==> config.mk <==
export PLATFORM = sky130hd
export DESIGN_NAME = mips_multicycle_ctrl
export DESIGN_NICKNAME = d
export VERILOG_FILES = /design/src/rtl/mips_multicycle_ctrl_pkg.sv /design/src/rtl/mips_multicycle_ctrl_alu_decoder.sv /design/src/rtl/mips_multicycle_ctrl.sv
export SDC_FILE = /design/constraint.sdc
export NUM_CORES = 1
export LEC_CHECK = 0
export CAP_MARGIN = 15
export CORE_ASPECT_RATIO = 0.8
export CORE_MARGIN = 2
export CORE_UTILIZATION = 40
export CTS_CLUSTER_SIZE = 12
export DETAILED_ROUTE_END_ITERATION = 8
export PLACE_DENSITY = 0.85
export SLEW_MARGIN = 20
export SYNTH_ARGS = -nofsm -noshare
export SYNTH_HDL_FRONTEND = slang
export SYNTH_HIERARCHICAL = 1
export SYNTH_SLANG_ARGS = --single-unit
==> constraint.sdc <==
create_clock -name clk -period 3.09 [get_ports clk]
set_input_delay 0.618 -clock clk [delete_from_list [all_inputs] [get_ports clk]]
set_output_delay 0.618 -clock clk [all_outputs]
set_load 0.02 [all_outputs]
==> src/rtl/mips_multicycle_ctrl_pkg.sv <==
// Shared MIPS constants for the multi-cycle controller: opcodes, funct codes,
// ALU operation codes, datapath mux encodings and the sequencer state encoding.
package mips_multicycle_ctrl_pkg;

    // Opcodes (instr[31:26])
    localparam logic [5:0] OP_RTYPE = 6'b000000;
    localparam logic [5:0] OP_J     = 6'b000010;
    localparam logic [5:0] OP_JAL   = 6'b000011;
    localparam logic [5:0] OP_BEQ   = 6'b000100;
    localparam logic [5:0] OP_BNE   = 6'b000101;
    localparam logic [5:0] OP_ADDI  = 6'b001000;
    localparam logic [5:0] OP_ORI   = 6'b001101;
    localparam logic [5:0] OP_LW    = 6'b100011;
    localparam logic [5:0] OP_SW    = 6'b101011;

    // R-type funct codes (instr[5:0])
    localparam logic [5:0] FN_ADD = 6'b100000;
    localparam logic [5:0] FN_SUB = 6'b100010;
    localparam logic [5:0] FN_AND = 6'b100100;
    localparam logic [5:0] FN_OR  = 6'b100101;
    localparam logic [5:0] FN_SLT = 6'b101010;

    // ALU operation codes
    localparam logic [3:0] ALU_AND = 4'h0;
    localparam logic [3:0] ALU_OR  = 4'h1;
    localparam logic [3:0] ALU_ADD = 4'h2;
    localparam logic [3:0] ALU_SUB = 4'h6;
    localparam logic [3:0] ALU_SLT = 4'h7;

    // Datapath mux encodings
    localparam logic [1:0] SRCB_RT     = 2'b00;
    localparam logic [1:0] SRCB_FOUR   = 2'b01;
    localparam logic [1:0] SRCB_IMM    = 2'b10;
    localparam logic [1:0] SRCB_IMM_SH = 2'b11;

    localparam logic [1:0] PCSRC_ALU    = 2'b00;
    localparam logic [1:0] PCSRC_BRANCH = 2'b01;
    localparam logic [1:0] PCSRC_JUMP   = 2'b10;

    localparam logic [1:0] REGDST_RT = 2'b00;
    localparam logic [1:0] REGDST_RD = 2'b01;
    localparam logic [1:0] REGDST_RA = 2'b10;

    localparam logic [1:0] WB_ALU = 2'b00;
    localparam logic [1:0] WB_MDR = 2'b01;
    localparam logic [1:0] WB_PC  = 2'b10;

    typedef enum logic [3:0] {
        S_IDLE,
        S_FETCH,
        S_DECODE,
        S_R_EXEC,
        S_R_WB,
        S_I_EXEC,
        S_I_WB,
        S_MEM_ADDR,
        S_MEM_RD,
        S_MEM_WR,
        S_MEM_WB,
        S_BRANCH,
        S_JUMP,
        S_HALT
    } state_t;

    // States whose exit into FETCH retires an instruction
    function automatic logic is_completion(input state_t s);
        return (s == S_R_WB) || (s == S_I_WB) || (s == S_MEM_WB) ||
               (s == S_MEM_WR) || (s == S_BRANCH) || (s == S_JUMP);
    endfunction

endpackage

==> src/rtl/mips_multicycle_ctrl_alu_decoder.sv <==
// R-type funct to ALU operation decoder; flags unsupported funct codes.
module mc_alu_decoder
    import mips_multicycle_ctrl_pkg::*;
(
    input  logic [5:0] funct,
    output logic [3:0] alu_op,
    output logic       funct_valid
);

    // Pure table lookup from funct to ALU code
    always_comb begin
        alu_op      = ALU_ADD;
        funct_valid = 1'b1;
        case (funct)
            FN_ADD:  alu_op = ALU_ADD;
            FN_SUB:  alu_op = ALU_SUB;
            FN_AND:  alu_op = ALU_AND;
            FN_OR:   alu_op = ALU_OR;
            FN_SLT:  alu_op = ALU_SLT;
            default: funct_valid = 1'b0;
        endcase
    end

endmodule

==> src/rtl/mips_multicycle_ctrl.sv <==
// Multi-cycle MIPS sequencer with variable-latency unified memory handshake.
// Optional performance counters enabled by defining MC_PERF_CNT_EN.
module mips_multicycle_ctrl
    import mips_multicycle_ctrl_pkg::*;
#(
    parameter int unsigned MEM_TIMEOUT = 0
`ifdef MC_PERF_CNT_EN
    ,
    parameter int unsigned CNT_W = 32
`endif
) (
    input  logic        clk,
    input  logic        rst,
    input  logic [31:0] instr,
    input  logic        zero,
    input  logic        mem_ready,
    output logic        mem_req,
    output logic        mem_read,
    output logic        mem_write,
    output logic        iord,
    output logic        ir_write,
    output logic        pc_write,
    output logic [1:0]  pc_source,
    output logic        alu_src_a,
    output logic [1:0]  alu_src_b,
    output logic [3:0]  alu_op,
    output logic        reg_write,
    output logic [1:0]  reg_dst,
    output logic [1:0]  wb_sel,
    output logic        halted,
    output logic        err
`ifdef MC_PERF_CNT_EN
    ,
    output logic [CNT_W-1:0] cycle_cnt,
    output logic [CNT_W-1:0] instr_cnt
`endif
);

    state_t      state, state_next;
    logic        set_err;
    logic [31:0] wait_cnt;
    logic        mem_timeout;
    logic [5:0]  opcode;
    logic [3:0]  r_alu_op;
    logic        funct_valid;

    assign opcode = instr[31:26];

    mc_alu_decoder u_alu_dec (
        .funct       (instr[5:0]),
        .alu_op      (r_alu_op),
        .funct_valid (funct_valid)
    );

    // Wait counter has reached the limit and memory still has not answered
    assign mem_timeout = (MEM_TIMEOUT != 0) && !mem_ready &&
                         (wait_cnt == 32'(MEM_TIMEOUT - 1));

    // State register, sticky error flag and per-state wait counter
    always_ff @(posedge clk or posedge rst) begin
        if (rst) begin
            state    <= S_IDLE;
            err      <= 1'b0;
            wait_cnt <= '0;
        end else begin
            state    <= state_next;
            err      <= err | set_err;
            wait_cnt <= (state_next != state) ? '0 : wait_cnt + 32'd1;
        end
    end

    // Next-state and Moore control decode
    always_comb begin
        state_next = state;
        set_err    = 1'b0;
        mem_req    = 1'b0;
        mem_read   = 1'b0;
        mem_write  = 1'b0;
        iord       = 1'b0;
        ir_write   = 1'b0;
        pc_write   = 1'b0;
        pc_source  = PCSRC_ALU;
        alu_src_a  = 1'b0;
        alu_src_b  = SRCB_RT;
        alu_op     = '0;
        reg_write  = 1'b0;
        reg_dst    = REGDST_RT;
        wb_sel     = WB_ALU;
        halted     = 1'b0;
        case (state)
            S_IDLE: state_next = S_FETCH;
            S_FETCH: begin
                mem_req   = 1'b1;
                mem_read  = 1'b1;
                alu_src_b = SRCB_FOUR;
                alu_op    = ALU_ADD;
                if (mem_ready) begin
                    ir_write   = 1'b1;
                    pc_write   = 1'b1;
                    state_next = S_DECODE;
                end else if (mem_timeout) begin
                    state_next = S_HALT;
                    set_err    = 1'b1;
                end
            end
            S_DECODE: begin
                alu_src_b = SRCB_IMM_SH;
                alu_op    = ALU_ADD;
                if (instr == 32'd0) begin
                    state_next = S_HALT;
                end else begin
                    case (opcode)
                        OP_RTYPE:       state_next = S_R_EXEC;
                        OP_LW, OP_SW:   state_next = S_MEM_ADDR;
                        OP_ADDI, OP_ORI: state_next = S_I_EXEC;
                        OP_BEQ, OP_BNE: state_next = S_BRANCH;
                        OP_J, OP_JAL:   state_next = S_JUMP;
                        default: begin
                            state_next = S_HALT;
                            set_err    = 1'b1;
                        end
                    endcase
                end
            end
            S_R_EXEC: begin
                alu_src_a = 1'b1;
                alu_src_b = SRCB_RT;
                alu_op    = r_alu_op;
                if (funct_valid) begin
                    state_next = S_R_WB;
                end else begin
                    state_next = S_HALT;
                    set_err    = 1'b1;
                end
            end
            S_R_WB: begin
                reg_write  = 1'b1;
                reg_dst    = REGDST_RD;
                wb_sel     = WB_ALU;
                state_next = S_FETCH;
            end
            S_I_EXEC: begin
                alu_src_a  = 1'b1;
                alu_src_b  = SRCB_IMM;
                alu_op     = (opcode == OP_ORI) ? ALU_OR : ALU_ADD;
                state_next = S_I_WB;
            end
            S_I_WB: begin
                reg_write  = 1'b1;
                reg_dst    = REGDST_RT;
                wb_sel     = WB_ALU;
                state_next = S_FETCH;
            end
            S_MEM_ADDR: begin
                alu_src_a  = 1'b1;
                alu_src_b  = SRCB_IMM;
                alu_op     = ALU_ADD;
                state_next = (opcode == OP_LW) ? S_MEM_RD : S_MEM_WR;
            end
            S_MEM_RD: begin
                mem_req  = 1'b1;
                mem_read = 1'b1;
                iord     = 1'b1;
                if (mem_ready) begin
                    state_next = S_MEM_WB;
                end else if (mem_timeout) begin
                    state_next = S_HALT;
                    set_err    = 1'b1;
                end
            end
            S_MEM_WB: begin
                reg_write  = 1'b1;
                reg_dst    = REGDST_RT;
                wb_sel     = WB_MDR;
                state_next = S_FETCH;
            end
            S_MEM_WR: begin
                mem_req   = 1'b1;
                mem_write = 1'b1;
                iord      = 1'b1;
                if (mem_ready) begin
                    state_next = S_FETCH;
                end else if (mem_timeout) begin
                    state_next = S_HALT;
                    set_err    = 1'b1;
                end
            end
            S_BRANCH: begin
                alu_src_a  = 1'b1;
                alu_src_b  = SRCB_RT;
                alu_op     = ALU_SUB;
                pc_source  = PCSRC_BRANCH;
                pc_write   = zero ^ (opcode == OP_BNE);
                state_next = S_FETCH;
            end
            S_JUMP: begin
                pc_write  = 1'b1;
                pc_source = PCSRC_JUMP;
                if (opcode == OP_JAL) begin
                    reg_write = 1'b1;
                    reg_dst   = REGDST_RA;
                    wb_sel    = WB_PC;
                end
                state_next = S_FETCH;
            end
            S_HALT: halted = 1'b1;
            default: state_next = S_HALT;
        endcase
    end

`ifdef MC_PERF_CNT_EN
    // Cycles spent running and instructions retired
    always_ff @(posedge clk or posedge rst) begin
        if (rst) begin
            cycle_cnt <= '0;
            instr_cnt <= '0;
        end else begin
            if (state != S_HALT)
                cycle_cnt <= cycle_cnt + 1'b1;
            if (state_next == S_FETCH && is_completion(state))
                instr_cnt <= instr_cnt + 1'b1;
        end
    end
`endif

endmodule

==> results_dict.tcl <==
set metrics [dict create \
    hpwl_microns 2900 \
    cp_slowest_cell "or4_4" \
    final_cells 233 \
    power_density_nw_per_um2 643 \
    worst-path-stages 6 \
    grt_pass1_wl_microns 5660 \
    synth_area_leaders "dfrtp_1, nor2_1, a21oi_1" \
    htreeDepth 1 \
    netlist.top_cell.by_area "dfrtp_1" \
    netlist_area_sq_um 968 \
    period_minus_slack_ns 3.04 \
    finalSetupViolCount 0 \
    clock_path_buffers 2 \
    worst_setup_path_end_kind "primary output" \
    critPathMaxStageDelay_ns 0.54 \
    worst-path-buf-inv 2 \
    fin_nets 245 \
    synth-compound-area-share_pct 23.4 \
    start_util_pct 43.7 \
    grt_overflow 0 \
    maxCapViolCount 0 \
    synth_nets 181 \
    portBuffers 56 \
    tritoncts "done" \
    io-pin-count 58 \
    clock_skew_ns 0.00525 \
    syn2layout_area_growth_pct 68.5 \
    gp_congestion 0.861 \
    finalHoldViolations 0 \
    ctsHoldBuffers 0 \
    cts.clk_slew.worst_paths_ns 0.04 \
    synth_xor_area_share_pct 2.71 \
    grt_max_degree 23 \
    cellLeakagePower_nw 0.638 \
    synthFlopType "dfrtp_1" \
    ir_worst_vdd_mv 0.518 \
    dr.first_iter.drc_count 107 \
    worst_pin_slew_ns 1.03 \
    outcome "complete, no violations" \
    drc 0 \
    critPathArrivalTime_ns 2.42 \
    netlist.area_leader.share_pct 12.9 \
    die_w_microns 59.0 \
    cts_made_buffers 3 \
    cp_cell_sequence "clkdlybuf4s50_1 > or4_4 > nor2_2 > xor2_1 > a211o_1 > dlygate4sd2_1" \
    grt_pass1_vias 1230 \
    synthCells 145 \
    ys.warnings.count 6 \
    layout-drive-gt1-share_pct 12.5 \
    timing.hold.ws_ns 0.489 \
    clock_latency_ns 0.24 \
    holdPathStages 1 \
    core_area_sq_um 2210 \
    start_kind "primary input" \
    critical_path.max_fanout 3 \
    avgSynthCellArea_sq_um 6.68 \
    synth_cell_types 51 \
    required_ns 2.47 \
    synthSimpleGateAreaFrac_pct 49.7 \
    clkSinkCount 5 \
    grtUsageMet1_pct 33.3 \
    via_count 1369 \
    grt_util_met3_pct 4.59 \
    slew_violations 0 \
    synth_seq_cells 5 \
    dp.cells 229 \
    synth_top_family_by_area "simple AND/OR/NAND/NOR gates" \
    synthMuxAreaShare_pct 2.20 \
    die_h_microns 48.0 \
    cp_top_family "buffers and inverters" \
    maxClockFrequency_mhz 329 \
    cts_root_buf "clkbuf_4" \
    grt_usage_pct 26.7 \
    synthAdderAreaFrac_pct 0 \
    dr.pass1.iters 5 \
    synthArstFlopShare_pct 100 \
    routed_wirelength_microns 3540 \
    die-area_sq_um 2830 \
    synth_edf_count 0 \
    gr-usage-met2_pct 49.6 \
    rows 15 \
    fin_crit_sh_pct 98.3 \
    ys_seq_area_share_pct 12.9 \
    drt-vias-per-instance 5.88 \
    antenna_found_initial 0 \
    critPathKind "in -> out" \
    grt.busiest_layer "met2" \
    wl_per_cell_microns 15.2 \
    ant_nets 0 \
    r2r_cells 4 \
    hold_path.class "reg -> reg" \
    max-slew-margin-rel_pct 30.6 \
    diodes 0 \
]
==> worst paths after layout <==
check / startpoint / to / slack [ns]
worst max-delay path: instr[29] / pc_write / 0.05
worst min-delay path: err / err / 0.49
worst max register to register: state[1] / state[1] / 1.31
worst min register to register: err / err / 0.49
max in group asynchronous: rst / state[1] / 2.34
min in group asynchronous: rst / state[3] / 0.58
==> through the flow <==
stage	area (sq um)	power (W)	util, %	worst slack, ns	setup TNS (ns)
floorplan	968	0.000669	-	0.350	0
global placement	1600	0.000961	72.4	-0.206	-0.363
detailed placement	1600	0.000979	72.4	-0.228	-0.536
CTS	1630	0.00105	73.6	0.00829	0
global route	1630	0.00112	73.7	-0.00274	-0.00274
finish	1630	0.00105	73.7	0.0521	0
==> cells in the mapped netlist (all sizes together), types with 2 or more instances <==
cell type	n
nor4b	4
nand4bb	2
nor2b	6
nor2	18
o21ai	6
or3	2
inv	4
a21oi	13
nand3	3
o41ai	2
o21a	2
dfrtp	5
nor3	13
nand2b	7
nor4	8
nand2	11
clkbuf	7
xor2	2
nand3b	2
buf	5
==> power by group <==
part / total (W) / switching, W / internal, W / leakage (nW)
Combinational: 0.000833 / 0.000450 / 0.000383 / 0.565
Sequential: 0.000143 / 0.0000530 / 0.0000898 / 0.0582
Clock: 0.0000728 / 0.0000241 / 0.0000487 / 0.0150
Total: 0.00105 / 0.000527 / 0.000521 / 0.638
==> registers in the layout (all words and copies together), names as in the netlist <==
name / flops
err: 1
state: 4
==> layer usage <==
| metal | part of all wire (%) | vias to the layer above |
|---|---|---|
| li1 | - | 668 |
| met1 | 42 | 615 |
| met2 | 49 | 77 |
| met3 | 8.3 | 9 |
| met4 | 1.0 | 0 |
| met5 | 0 | - |
==> area by class of cell <==
class	count	area (sq um)
Multi-Input combinational cell	124	769
Timing Repair Buffer	71	664
Fill cell	172	583
Sequential cell	5	125
Tap cell	25	31.3
Clock buffer	4	26.3
Inverter	4	15.0
==> logic make-up (layout without fill, tap and decap cells) <==
| group | after synthesis | in the layout |
|---|---|---|
| flip-flops | 5 | 5 |
| XOR/XNOR | 3 | 3 |
| AND/OR/NAND/NOR | 83 | 83 |
| multiplexers | 2 | 2 |
| AO/OA/AOI/OAI | 35 | 35 |
| buffers and inverters | 16 | 79 |
| other | 1 | 1 |
==> what timing repair did <==
action                     CTS  global route
setup endpoints to repair    5             3
gates resized for setup      7             4
gates cloned                 0             0
pin swaps                    0             0
setup buffers                0             0
==> layout by cell type (no fill, tap or decap), drive strengths merged, types with 3 or more instances in the layout <==
master / Yosys / final
a21oi: 13 / 13
buf: 5 / 15
clkbuf: 7 / 5
clkdlybuf4s50: 0 / 49
dfrtp: 5 / 5
dlygate4sd2: 0 / 5
inv: 4 / 4
nand2: 11 / 11
nand2b: 7 / 7
nand3: 3 / 3
nor2: 18 / 18
nor2b: 6 / 6
nor3: 13 / 13
nor4: 8 / 8
nor4b: 4 / 4
o21ai: 6 / 6
No activity file was read; power rests on OpenSTA's default activity.
